### config.mk
export PLATFORM = sky130hd
export DESIGN_NAME = mm_burst_split_bridge
export DESIGN_NICKNAME = d
export VERILOG_FILES = /design/src/rtl/mm_burst_split_bridge.sv
export SDC_FILE = /design/constraint.sdc
export NUM_CORES = 1
export LEC_CHECK = 0
export CAP_MARGIN = 40
export CORE_AREA = 2 2 106 108
export DETAILED_ROUTE_END_ITERATION = 10
export DIE_AREA = 0 0 108 110
export HOLD_SLACK_MARGIN = 0.06
export PLACE_DENSITY = 0.83
export SLEW_MARGIN = 20
export SYNTH_ARGS = -nofsm -noshare
export SYNTH_HDL_FRONTEND = slang
export SYNTH_SLANG_ARGS = --single-unit
### constraint.sdc
create_clock -name clk_clk -period 6.3 [get_ports clk_clk]
set_clock_uncertainty 0.1 [all_clocks]
set_input_delay 1.89 -clock clk_clk [delete_from_list [all_inputs] [get_ports clk_clk]]
set_output_delay 1.89 -clock clk_clk [all_outputs]
set_load 0.02 [all_outputs]
### src/rtl/mm_burst_split_bridge.sv
// Avalon-MM bridge: splits bursting s0 reads/writes into single-beat m0 transfers,
// with a credit counter bounding outstanding read beats on m0.
module mm_burst_split_bridge #(
    parameter int unsigned DATA_WIDTH  = 32,
    parameter int unsigned ADDR_WIDTH  = 10,
    parameter int unsigned BURST_WIDTH = 4,
    parameter int unsigned MAX_PENDING = 8
) (
    input  logic                    clk_clk,
    input  logic                    reset_reset,
    input  logic [ADDR_WIDTH-1:0]   s0_address,
    input  logic [BURST_WIDTH-1:0]  s0_burstcount,
    input  logic                    s0_read,
    input  logic                    s0_write,
    input  logic [DATA_WIDTH-1:0]   s0_writedata,
    input  logic [DATA_WIDTH/8-1:0] s0_byteenable,
    input  logic                    s0_debugaccess,
    output logic                    s0_waitrequest,
    output logic [DATA_WIDTH-1:0]   s0_readdata,
    output logic                    s0_readdatavalid,
    input  logic                    m0_waitrequest,
    input  logic [DATA_WIDTH-1:0]   m0_readdata,
    input  logic                    m0_readdatavalid,
    output logic                    m0_burstcount,
    output logic [DATA_WIDTH-1:0]   m0_writedata,
    output logic [ADDR_WIDTH-1:0]   m0_address,
    output logic                    m0_write,
    output logic                    m0_read,
    output logic [DATA_WIDTH/8-1:0] m0_byteenable,
    output logic                    m0_debugaccess
);

    localparam int unsigned BE_WIDTH   = DATA_WIDTH / 8;
    localparam int unsigned PEND_WIDTH = $clog2(MAX_PENDING + 1);
    localparam logic [ADDR_WIDTH-1:0] BEAT_BYTES = ADDR_WIDTH'(BE_WIDTH);

    typedef enum logic [1:0] {
        IDLE     = 2'd0,
        RD_BURST = 2'd1,
        WR_BURST = 2'd2
    } state_t;

    state_t                  state_q, state_d;
    logic [BURST_WIDTH-1:0]  beats_q, beats_d;
    logic [PEND_WIDTH-1:0]   pending_q, pending_d;
    logic [PEND_WIDTH-1:0]   pend_avail;
    logic [BURST_WIDTH-1:0]  bc;
    logic [BURST_WIDTH-1:0]  rd_add;
    logic                    slot_free;
    logic                    rd_credit_ok;
    logic                    load_rd, load_wr;
    logic                    wait_c;
    logic [ADDR_WIDTH-1:0]   addr_d;
    logic [DATA_WIDTH-1:0]   data_d;
    logic [BE_WIDTH-1:0]     be_d;
    logic                    dbg_d;

    assign m0_burstcount = 1'b1;
    assign slot_free     = !(m0_read || m0_write) || !m0_waitrequest;
    assign bc            = (s0_burstcount == '0) ? BURST_WIDTH'(1) : s0_burstcount;
    // A response retiring this cycle frees its credit for a same-cycle accept.
    assign pend_avail    = (m0_readdatavalid && (pending_q != '0)) ?
                           (pending_q - PEND_WIDTH'(1)) : pending_q;
    assign rd_credit_ok  = (32'(pend_avail) + 32'(bc)) <= MAX_PENDING;
    assign s0_waitrequest = reset_reset || wait_c;

    // Next-state, slot load decisions and s0 stall
    always_comb begin
        state_d = state_q;
        beats_d = beats_q;
        load_rd = 1'b0;
        load_wr = 1'b0;
        wait_c  = 1'b0;
        rd_add  = '0;
        addr_d  = m0_address;
        data_d  = m0_writedata;
        be_d    = m0_byteenable;
        dbg_d   = m0_debugaccess;
        case (state_q)
            IDLE: begin
                if (s0_read) begin
                    wait_c = !(slot_free && rd_credit_ok);
                    if (slot_free && rd_credit_ok) begin
                        load_rd = 1'b1;
                        addr_d  = s0_address;
                        be_d    = s0_byteenable;
                        dbg_d   = s0_debugaccess;
                        beats_d = bc - BURST_WIDTH'(1);
                        rd_add  = bc;
                        if (bc != BURST_WIDTH'(1)) begin
                            state_d = RD_BURST;
                        end
                    end
                end else if (s0_write) begin
                    wait_c = !slot_free;
                    if (slot_free) begin
                        load_wr = 1'b1;
                        addr_d  = s0_address;
                        data_d  = s0_writedata;
                        be_d    = s0_byteenable;
                        dbg_d   = s0_debugaccess;
                        beats_d = bc - BURST_WIDTH'(1);
                        if (bc != BURST_WIDTH'(1)) begin
                            state_d = WR_BURST;
                        end
                    end
                end
            end
            RD_BURST: begin
                wait_c = 1'b1;
                if (slot_free) begin
                    load_rd = 1'b1;
                    addr_d  = m0_address + BEAT_BYTES;
                    beats_d = beats_q - BURST_WIDTH'(1);
                    if (beats_q == BURST_WIDTH'(1)) begin
                        state_d = IDLE;
                    end
                end
            end
            WR_BURST: begin
                wait_c = !slot_free;
                if (s0_write && slot_free) begin
                    load_wr = 1'b1;
                    addr_d  = m0_address + BEAT_BYTES;
                    data_d  = s0_writedata;
                    be_d    = s0_byteenable;
                    dbg_d   = s0_debugaccess;
                    beats_d = beats_q - BURST_WIDTH'(1);
                    if (beats_q == BURST_WIDTH'(1)) begin
                        state_d = IDLE;
                    end
                end
            end
            default: state_d = IDLE;
        endcase
        pending_d = PEND_WIDTH'(32'(pend_avail) + 32'(rd_add));
    end

    // State register
    always_ff @(posedge clk_clk) begin
        if (reset_reset) begin
            state_q <= IDLE;
        end else begin
            state_q <= state_d;
        end
    end

    // Command slot, burst/credit counters and registered response path
    always_ff @(posedge clk_clk) begin
        if (reset_reset) begin
            beats_q          <= '0;
            pending_q        <= '0;
            m0_read          <= 1'b0;
            m0_write         <= 1'b0;
            m0_address       <= '0;
            m0_writedata     <= '0;
            m0_byteenable    <= '0;
            m0_debugaccess   <= 1'b0;
            s0_readdatavalid <= 1'b0;
            s0_readdata      <= '0;
        end else begin
            beats_q          <= beats_d;
            pending_q        <= pending_d;
            s0_readdatavalid <= m0_readdatavalid;
            s0_readdata      <= m0_readdata;
            if (load_rd || load_wr) begin
                m0_read        <= load_rd;
                m0_write       <= load_wr;
                m0_address     <= addr_d;
                m0_writedata   <= data_d;
                m0_byteenable  <= be_d;
                m0_debugaccess <= dbg_d;
            end else if (slot_free) begin
                m0_read  <= 1'b0;
                m0_write <= 1'b0;
            end
        end
    end

endmodule

## Yosys cells after proc, flatten, opt, wreduce, memory -nomap -nowiden

Cells that the tools add are included.

- Register bits after elaboration: 92

- Add/subtract/negate cells: 6
- $lt $le $gt $ge: 1
- Eq/ne operators: 13
- Mux-type cells: 60
- Reduce and logical (&&, ||, !) cells: 22

Operator list:

| cell | number |
|---|---|
| 2-to-1 mux 32 bit | 4 |
| 2-to-1 mux 4 bit | 16 |
| one-hot mux 32 bit (2 select lines) | 1 |
| 2-to-1 mux 10 bit | 6 |
| one-hot mux 10 bit (3 select lines) | 1 |
| AND reduction 6 bit | 4 |
| 2-to-1 mux 2 bit | 9 |
| 2-to-1 mux 1 bit | 16 |
| inequality test 2 bit (second input constant) | 6 |
| one-hot mux 4 bit (3 select lines) | 1 |
| subtractor 4 x 1 -> 4 bit (second input constant) | 3 |
| adder 10 x 3 -> 10 bit (second input constant) | 1 |
| inequality test 3 bit (second input constant) | 3 |
| one-hot mux 4 bit (2 select lines) | 1 |
| AND reduction 7 bit | 1 |
| one-hot mux 1 bit (2 select lines) | 3 |
| one-hot mux 2 bit (3 select lines) | 1 |
| adder 4 x 4 -> 5 bit | 1 |
| <= comparator 5 x 4 -> 1 bit (second input constant) | 1 |
| adder 4 bit | 1 |
| == test 4 x 1 -> 1 bit (second input constant) | 1 |
| logical NOT 1 bit | 4 |
| logical NOT 4 bit | 1 |
| logical OR 1 bit | 4 |
| other kinds (9) | 12 |

## Depth between registers and ports, before layout

Gate-level depths: netlist of run 1.

- Depth after elaboration: 11
- Mapped depth: 18

## Least setup slack after synthesis of run 1

Ideal clock, no wire load.

- Path type: input-to-output
- Start point: input m0_readdatavalid
- End point: output s0_waitrequest
- Arrival: 4468 ps
- Required time: 4310 ps
- Setup slack: -158 ps
- Stages on the path: 11
- Path through: inv_1 or3_4 nand2_1 xnor2_1 ha_1 or4_2 o32ai_1 or4_4 o22ai_1 o21ai_0 nand2b_1

- Word-level cells in the longest chain between the ends: 9

Ends and longest elaborated chain:

| item | RTL line | RTL |
|---|---|---|
| start: declaration | 23 | `input logic m0_readdatavalid,` |
| logical AND 1 bit | 62 | `assign pend_avail = (m0_readdatavalid && (pending_q != '0)) ?` |
| 2-to-1 mux 4 bit | 62 |  |
| adder 4 x 4 -> 5 bit | 64 | `assign rd_credit_ok = (32'(pend_avail) + 32'(bc)) <= MAX_PENDING;` |
| <= comparator 5 x 4 -> 1 bit | 64 |  |
| logical AND 1 bit | 82 | `wait_c = !(slot_free && rd_credit_ok);` |
| logical NOT 1 bit | 82 |  |
| 2-to-1 mux 1 bit | 81 | `if (s0_read) begin` |
| one-hot mux 1 bit (3 select lines) | 79 | `case (state_q)` |
| logical OR 1 bit | 65 | `assign s0_waitrequest = reset_reset \|\| wait_c;` |
| end: declaration | 18 | `output logic s0_waitrequest,` |

No other way between the ends.

## Final worst setup path of run 1

Ends and elaborated chain as after synthesis.

==> results of run 1 <==
## cells in the mapped netlist (4+ instances only)
cell      instances  area, sq um
a21oi_1          47        235.2
a311o_1           5        50.05
and3_1            5        31.28
clkbuf_1         20        75.07
dfxtp_1          92         1842
ha_1             17        212.7
inv_1            23        86.33
mux2i_1           6        60.06
nand2_1          81        304.0
nand2b_1         18        112.6
nand3_1           4        20.02
nor2_1           15        56.30
nor2b_1          41        256.5
nor3_1           11        55.05
o21ai_0          24        120.1
xnor2_1           4        35.03
## metrics by stage
stage | instances | instance area (sq um)
2_1_floorplan | 479 | 4167
3_3_place_gp | 799 | 6208
3_5_place_dp | 802 | 6251
4_1_cts | 822 | 6588
5_1_grt | 824 | 6625
6_report | 824 | 6625
## power groups by stage
stage                     Combinational [W]  Clock [W]  Sequential (W)
after floorplan                    0.000723          0        0.000876
after global placement              0.00131          0        0.000770
after detailed placement            0.00136          0        0.000777
after CTS                           0.00146   0.000435        0.000766
after global routing                0.00165   0.000460        0.000779
final                               0.00150   0.000421        0.000767
## critical path, cell delays in order
cell	delay, ps
buf_2	100
inv_2	40
or4_1	580
nor3_2	170
a21oi_2	60
inv_1	100
ha_4	220
buf_4	150
o211ai_1	100
o221ai_2	140
nor3_2	220
o22ai_4	110
o21ai_2	120
nand2b_1	80
buf_6	130
## per-layer routing
metal | wire length (um) | global-route usage (%) | vias to the layer above
met5 | 0 | 0 | -
met4 | 267 | 8.059 | 0
met3 | 924 | 6.408 | 32
met2 | 6308 | 37.65 | 156
met1 | 4935 | 22.48 | 1895
li1 | - | - | 2030
## state kept, by name, indices dropped and copies added (netlist names)
name,cells
s0_readdatavalid,1
beats_q,4
m0_byteenable,4
state_q,2
pending_q,4
m0_write,1
s0_readdata,32
m0_read,1
m0_debugaccess,1
m0_address,10
m0_writedata,32
## worst paths after layout
path / from / endpoint / slack (ps) / cells after the start
setup / recovery: m0_readdatavalid / s0_waitrequest / 100 / 15
hold / removal: m0_writedata[4]$_SDFFE_PP0P_ / m0_writedata[4]$_SDFFE_PP0P_ / 360 / 2
setup reg to reg: pending_q[0]$_SDFF_PP0_ / pending_q[3]$_SDFF_PP0_ / 1650 / 20
hold reg to reg: m0_writedata[4]$_SDFFE_PP0P_ / m0_writedata[4]$_SDFFE_PP0P_ / 360 / 2
## timing repair
item	in CTS	in global routing
setup endpoints to repair	1	1
buffers inserted	4	2
hold buffers	0	0
gates resized for setup	30	3
pin swaps	9	7
## final cells by class
type | instances | share of cell area [%]
Sequential cell | 92 | 27.80
Clock buffer | 9 | 1.870
Tap cell | 140 | 2.644
Inverter | 23 | 1.303
Multi-Input combinational cell | 339 | 34.20
Clock inverter | 7 | 1.303
Timing Repair Buffer | 214 | 30.88
## cell families after synthesis
family / share of synthesized area, %
other: 0.09077
adders and majority gates: 5.633
xor gates and xnor gates: 1.060
and+or+nand+nor: 24.95
DFF: 44.58
buffers and inverters: 4.512
muxes: 1.726
AOI/OAI and AO/OA: 17.44
==> flow_summary.ini, run 1 <==
[clocking]
cts.sink_count = 92
root_buffer = clkbuf_8
cts_buffers = 9
cts_buffer_depth = 2
clk_pin_slew_ps = 90
cts_tree = yes
htree_levels = 3
clock_latency_ps = 360

[routing]
drt_iter0_drc = 254
via_count = 4113
wl_mm = 12.44
via_per_inst = 4.992
wl_per_cell_um = 15.09
drtPass1Iterations = 4
drc = 0
ant_nets = 0

[finish]
multiInputGateArea_sq_mm = 0.002266
fill_cells = 915
mostFrequentLayoutCells = clkdlybuf4s50_1 (165), dfxtp_1 (92), nand2_1 (80)
register_area_sq_mm = 0.001842
drive_gt1_share_pct = 14.47
final_core_util_pct = 61.93
final_net_count = 786
diodes = 0
final_common_cell = clkdlybuf4s50_1
area_growth_pct = 60.36

[sta]
finalSetupTns_ps = 0
setup_slack_ps = 95.74
finalSetupViolations = 0
fin_crit_sh_pct = 98.48
fmax_mhz = 161.2
hold_violations = 0
tightest_slew_ps = 742.9
relSlewSlack_pct = 50.47
fin_crit_ps = 6204
finalMaxSlewViolations = 0
whs_ps = 358.2

[flow_run]
max-cap-violations = 0

[global_routing]
grt_usage_pct = 20.68
antenna_found_initial = 0
first_global_vias = 4277
overflow = 0
grt_pass1_wl_mm = 19.58
grt_max_degree = 59

[synth]
ys_types = 64
ys_dominant_reg_cell = dfxtp_1
yosys_warnings = 0
syn_area_sq_mm = 0.004131
syn_inst = 479
synth-edff-count = 0
synthArstFlopShare_pct = 0
synth_nets = 586
syn-mean-instance-area_sq_um = 8.625
ys_seq_area_share_pct = 44.58
ys_seq_elements = 92

[setup_path]
critPathKind = in2out
setup.worst_path.end_class = primary output
worst_setup_path_start_kind = primary input
crit_fanout = 4
arrival_ps = 4210
required_ps = 4310

[floorplanning]
num_io_pins = 173
die_w_um = 108
die-area_sq_mm = 0.01188
die_y_um = 110
coreArea_sq_mm = 0.01070
initial_core_util_pct = 38.62
rows = 38

[power_and_ir_drop]
cell_internal_pwr_w = 0.001584
report.power.total_w = 0.002693
ir_drop_mv = 0.2239
p_clk_share_pct = 15.6
combPwrFrac_pct = 55.9
power.density_mw_per_mm2 = 406.5
p_leak_nw = 2.554
p_sw_w = 0.001109
seqPwrFrac_pct = 28.5
p_sw_share_pct = 41.17

[hold_path]
hold_path_class = reg2reg

[placement]
io_buffers = 171
hpwl_mm = 9.149
gp_congestion = 0.8458
post-place-ws_ps = -883.6

[run_status]
status = complete, no violations
Power figures use the tool's default switching activity.
==> run 2, diff against run 1 <==
Settings changed: SLEW_MARGIN 20 to default.
==> flow_summary.ini, run 2 (synthesis gave the netlist of run 1 again) <==
[hold_path]
hold_path_class = reg2reg

[routing]
ant_nets = 0
drc = 0
via_per_inst = 5.088
via_count = 4177
wl_per_cell_um = 15.18
drtPass1Iterations = 5
drt_iter0_drc = 241
wl_mm = 12.47

[setup_path]
critPathKind = in2out
crit_start = m0_readdatavalid
crit_fanout = 6
r2r_start = pending_q[0]$_SDFF_PP0_
arrival_ps = 4240
r2r-end = pending_q[3]$_SDFF_PP0_
r2r_slack_ps = 1720
critPathCapture = s0_waitrequest
worst_setup_path_start_kind = primary input
r2r_cells = 20
required_ps = 4310
setup.worst_path.end_class = primary output

[sta]
tightest_slew_ps = 902.4
fmax_mhz = 160.6
whs_ps = 359.8
finalSetupViolations = 0
hold_violations = 0
relSlewSlack_pct = 39.84
fin_crit_ps = 6227
fin_crit_sh_pct = 98.84
finalMaxSlewViolations = 0

[finish]
diodes = 0
final_net_count = 783
mostFrequentLayoutCells = clkdlybuf4s50_1 (164), dfxtp_1 (92), nand2_1 (80)
top_regs = m0_writedata: 32 flops, s0_readdata: 32 flops, m0_address: 10 flops
fin_cells = 821
area_growth_pct = 61.14
drive_gt1_share_pct = 14.54
final_common_cell = clkdlybuf4s50_1
final_core_util_pct = 62.23

[clocking]
cts.sink_count = 92
htree_levels = 3
clock_latency_ps = 360
clk_pin_slew_ps = 100
cts_tree = yes
cts_buffer_depth = 2
cts_buffers = 9
root_buffer = clkbuf_8

[power_and_ir_drop]
power.density_mw_per_mm2 = 405.8
ir_drop_mv = 0.1789
p_leak_nw = 2.563

[floorplanning]
initial_core_util_pct = 38.62
die-area_sq_mm = 0.01188
num_io_pins = 173
die_y_um = 110
coreArea_sq_mm = 0.01070
rows = 38
die_w_um = 108

[global_routing]
first_global_vias = 4237
grt_usage_pct = 20.59
overflow = 0
grt_max_degree = 59
antenna_found_initial = 0
grt_pass1_wl_mm = 19.31

[flow_run]
max-cap-violations = 0

[placement]
dp.cells = 802
gp_congestion = 0.8458
io_buffers = 171
hpwl_mm = 9.147

[run_status]
status = complete, no violations
==> run 2: layout make-up <==
cell class	count	area (sq um)
Tap cell	140	175.2
Clock inverter	7	88.84
Sequential cell	92	1842
Fill cell	911	4040
Inverter	23	86.33
Clock buffer	9	123.9
Timing Repair Buffer	211	2044
Multi-Input combinational cell	339	2297
==> run 2: layer usage <==
layer	global-route usage (%)	wire [um]
met1	22.40	4749
met2	37.38	6407
met3	5.761	1002
met4	9.158	306
met5	0	0
==> run 2: what timing repair did <==
action | in CTS | in global routing
buffers inserted | 3 | 2
gates resized for setup | 30 | 11
hold buffers | 0 | 0
cloned | 0 | 0
pin swaps | 10 | 11
endpoints found under the setup margin | 1 | 1
==> run 2: worst min path at each step <==
stage                                        startpoint                       endpoint  slack [ps]  depth (start not counted)
after floorplan                 beats_q[3]$_SDFFE_PP0P_        beats_q[3]$_SDFFE_PP0P_         360                          2
after global placement    m0_writedata[24]$_SDFFE_PP0P_  m0_writedata[24]$_SDFFE_PP0P_         340                          2
after detailed placement  m0_writedata[30]$_SDFFE_PP0P_  m0_writedata[30]$_SDFFE_PP0P_         350                          2
after CTS                 m0_writedata[30]$_SDFFE_PP0P_  m0_writedata[30]$_SDFFE_PP0P_         360                          2
after global routing       m0_writedata[5]$_SDFFE_PP0P_   m0_writedata[5]$_SDFFE_PP0P_         380                          2
final                     m0_writedata[30]$_SDFFE_PP0P_  m0_writedata[30]$_SDFFE_PP0P_         360                          2
==> run 2: worst max-delay path: stages <==
cell and delay, ps:
buf_6 70, inv_2 30, buf_6 120, or3_4 390
nand2_4 100, xnor2_4 130, ha_4 220, or4_4 520
o32ai_4 120, or4_4 190, o22ai_4 70, o21ai_2 150
nand2b_1 80, buf_6 140
==> run 2: report_power, final <==
group / switching [W] / leakage (nW) / internal (W) / total (W)
Sequential: 0.0000741 / 0.758 / 0.000694 / 0.000768
Clock: 0.000226 / 0.104 / 0.000192 / 0.000418
Combinational: 0.000817 / 1.70 / 0.000699 / 0.00152
Total: 0.00112 / 2.56 / 0.00159 / 0.00270
==> run 2: stage by stage <==
stage | setup TNS, ps | total power [W] | instance area, sq um | setup slack (ps)
2_1_floorplan | 0 | 0.001599 | 4167 | 38.14
3_3_place_gp | -816.2 | 0.002076 | 6208 | -816.2
3_5_place_dp | -905.0 | 0.002151 | 6264 | -905.0
4_1_cts | 0 | 0.002650 | 6585 | 34.13
5_1_grt | -15.06 | 0.002897 | 6658 | -15.06
6_report | 0 | 0.002702 | 6658 | 73.04
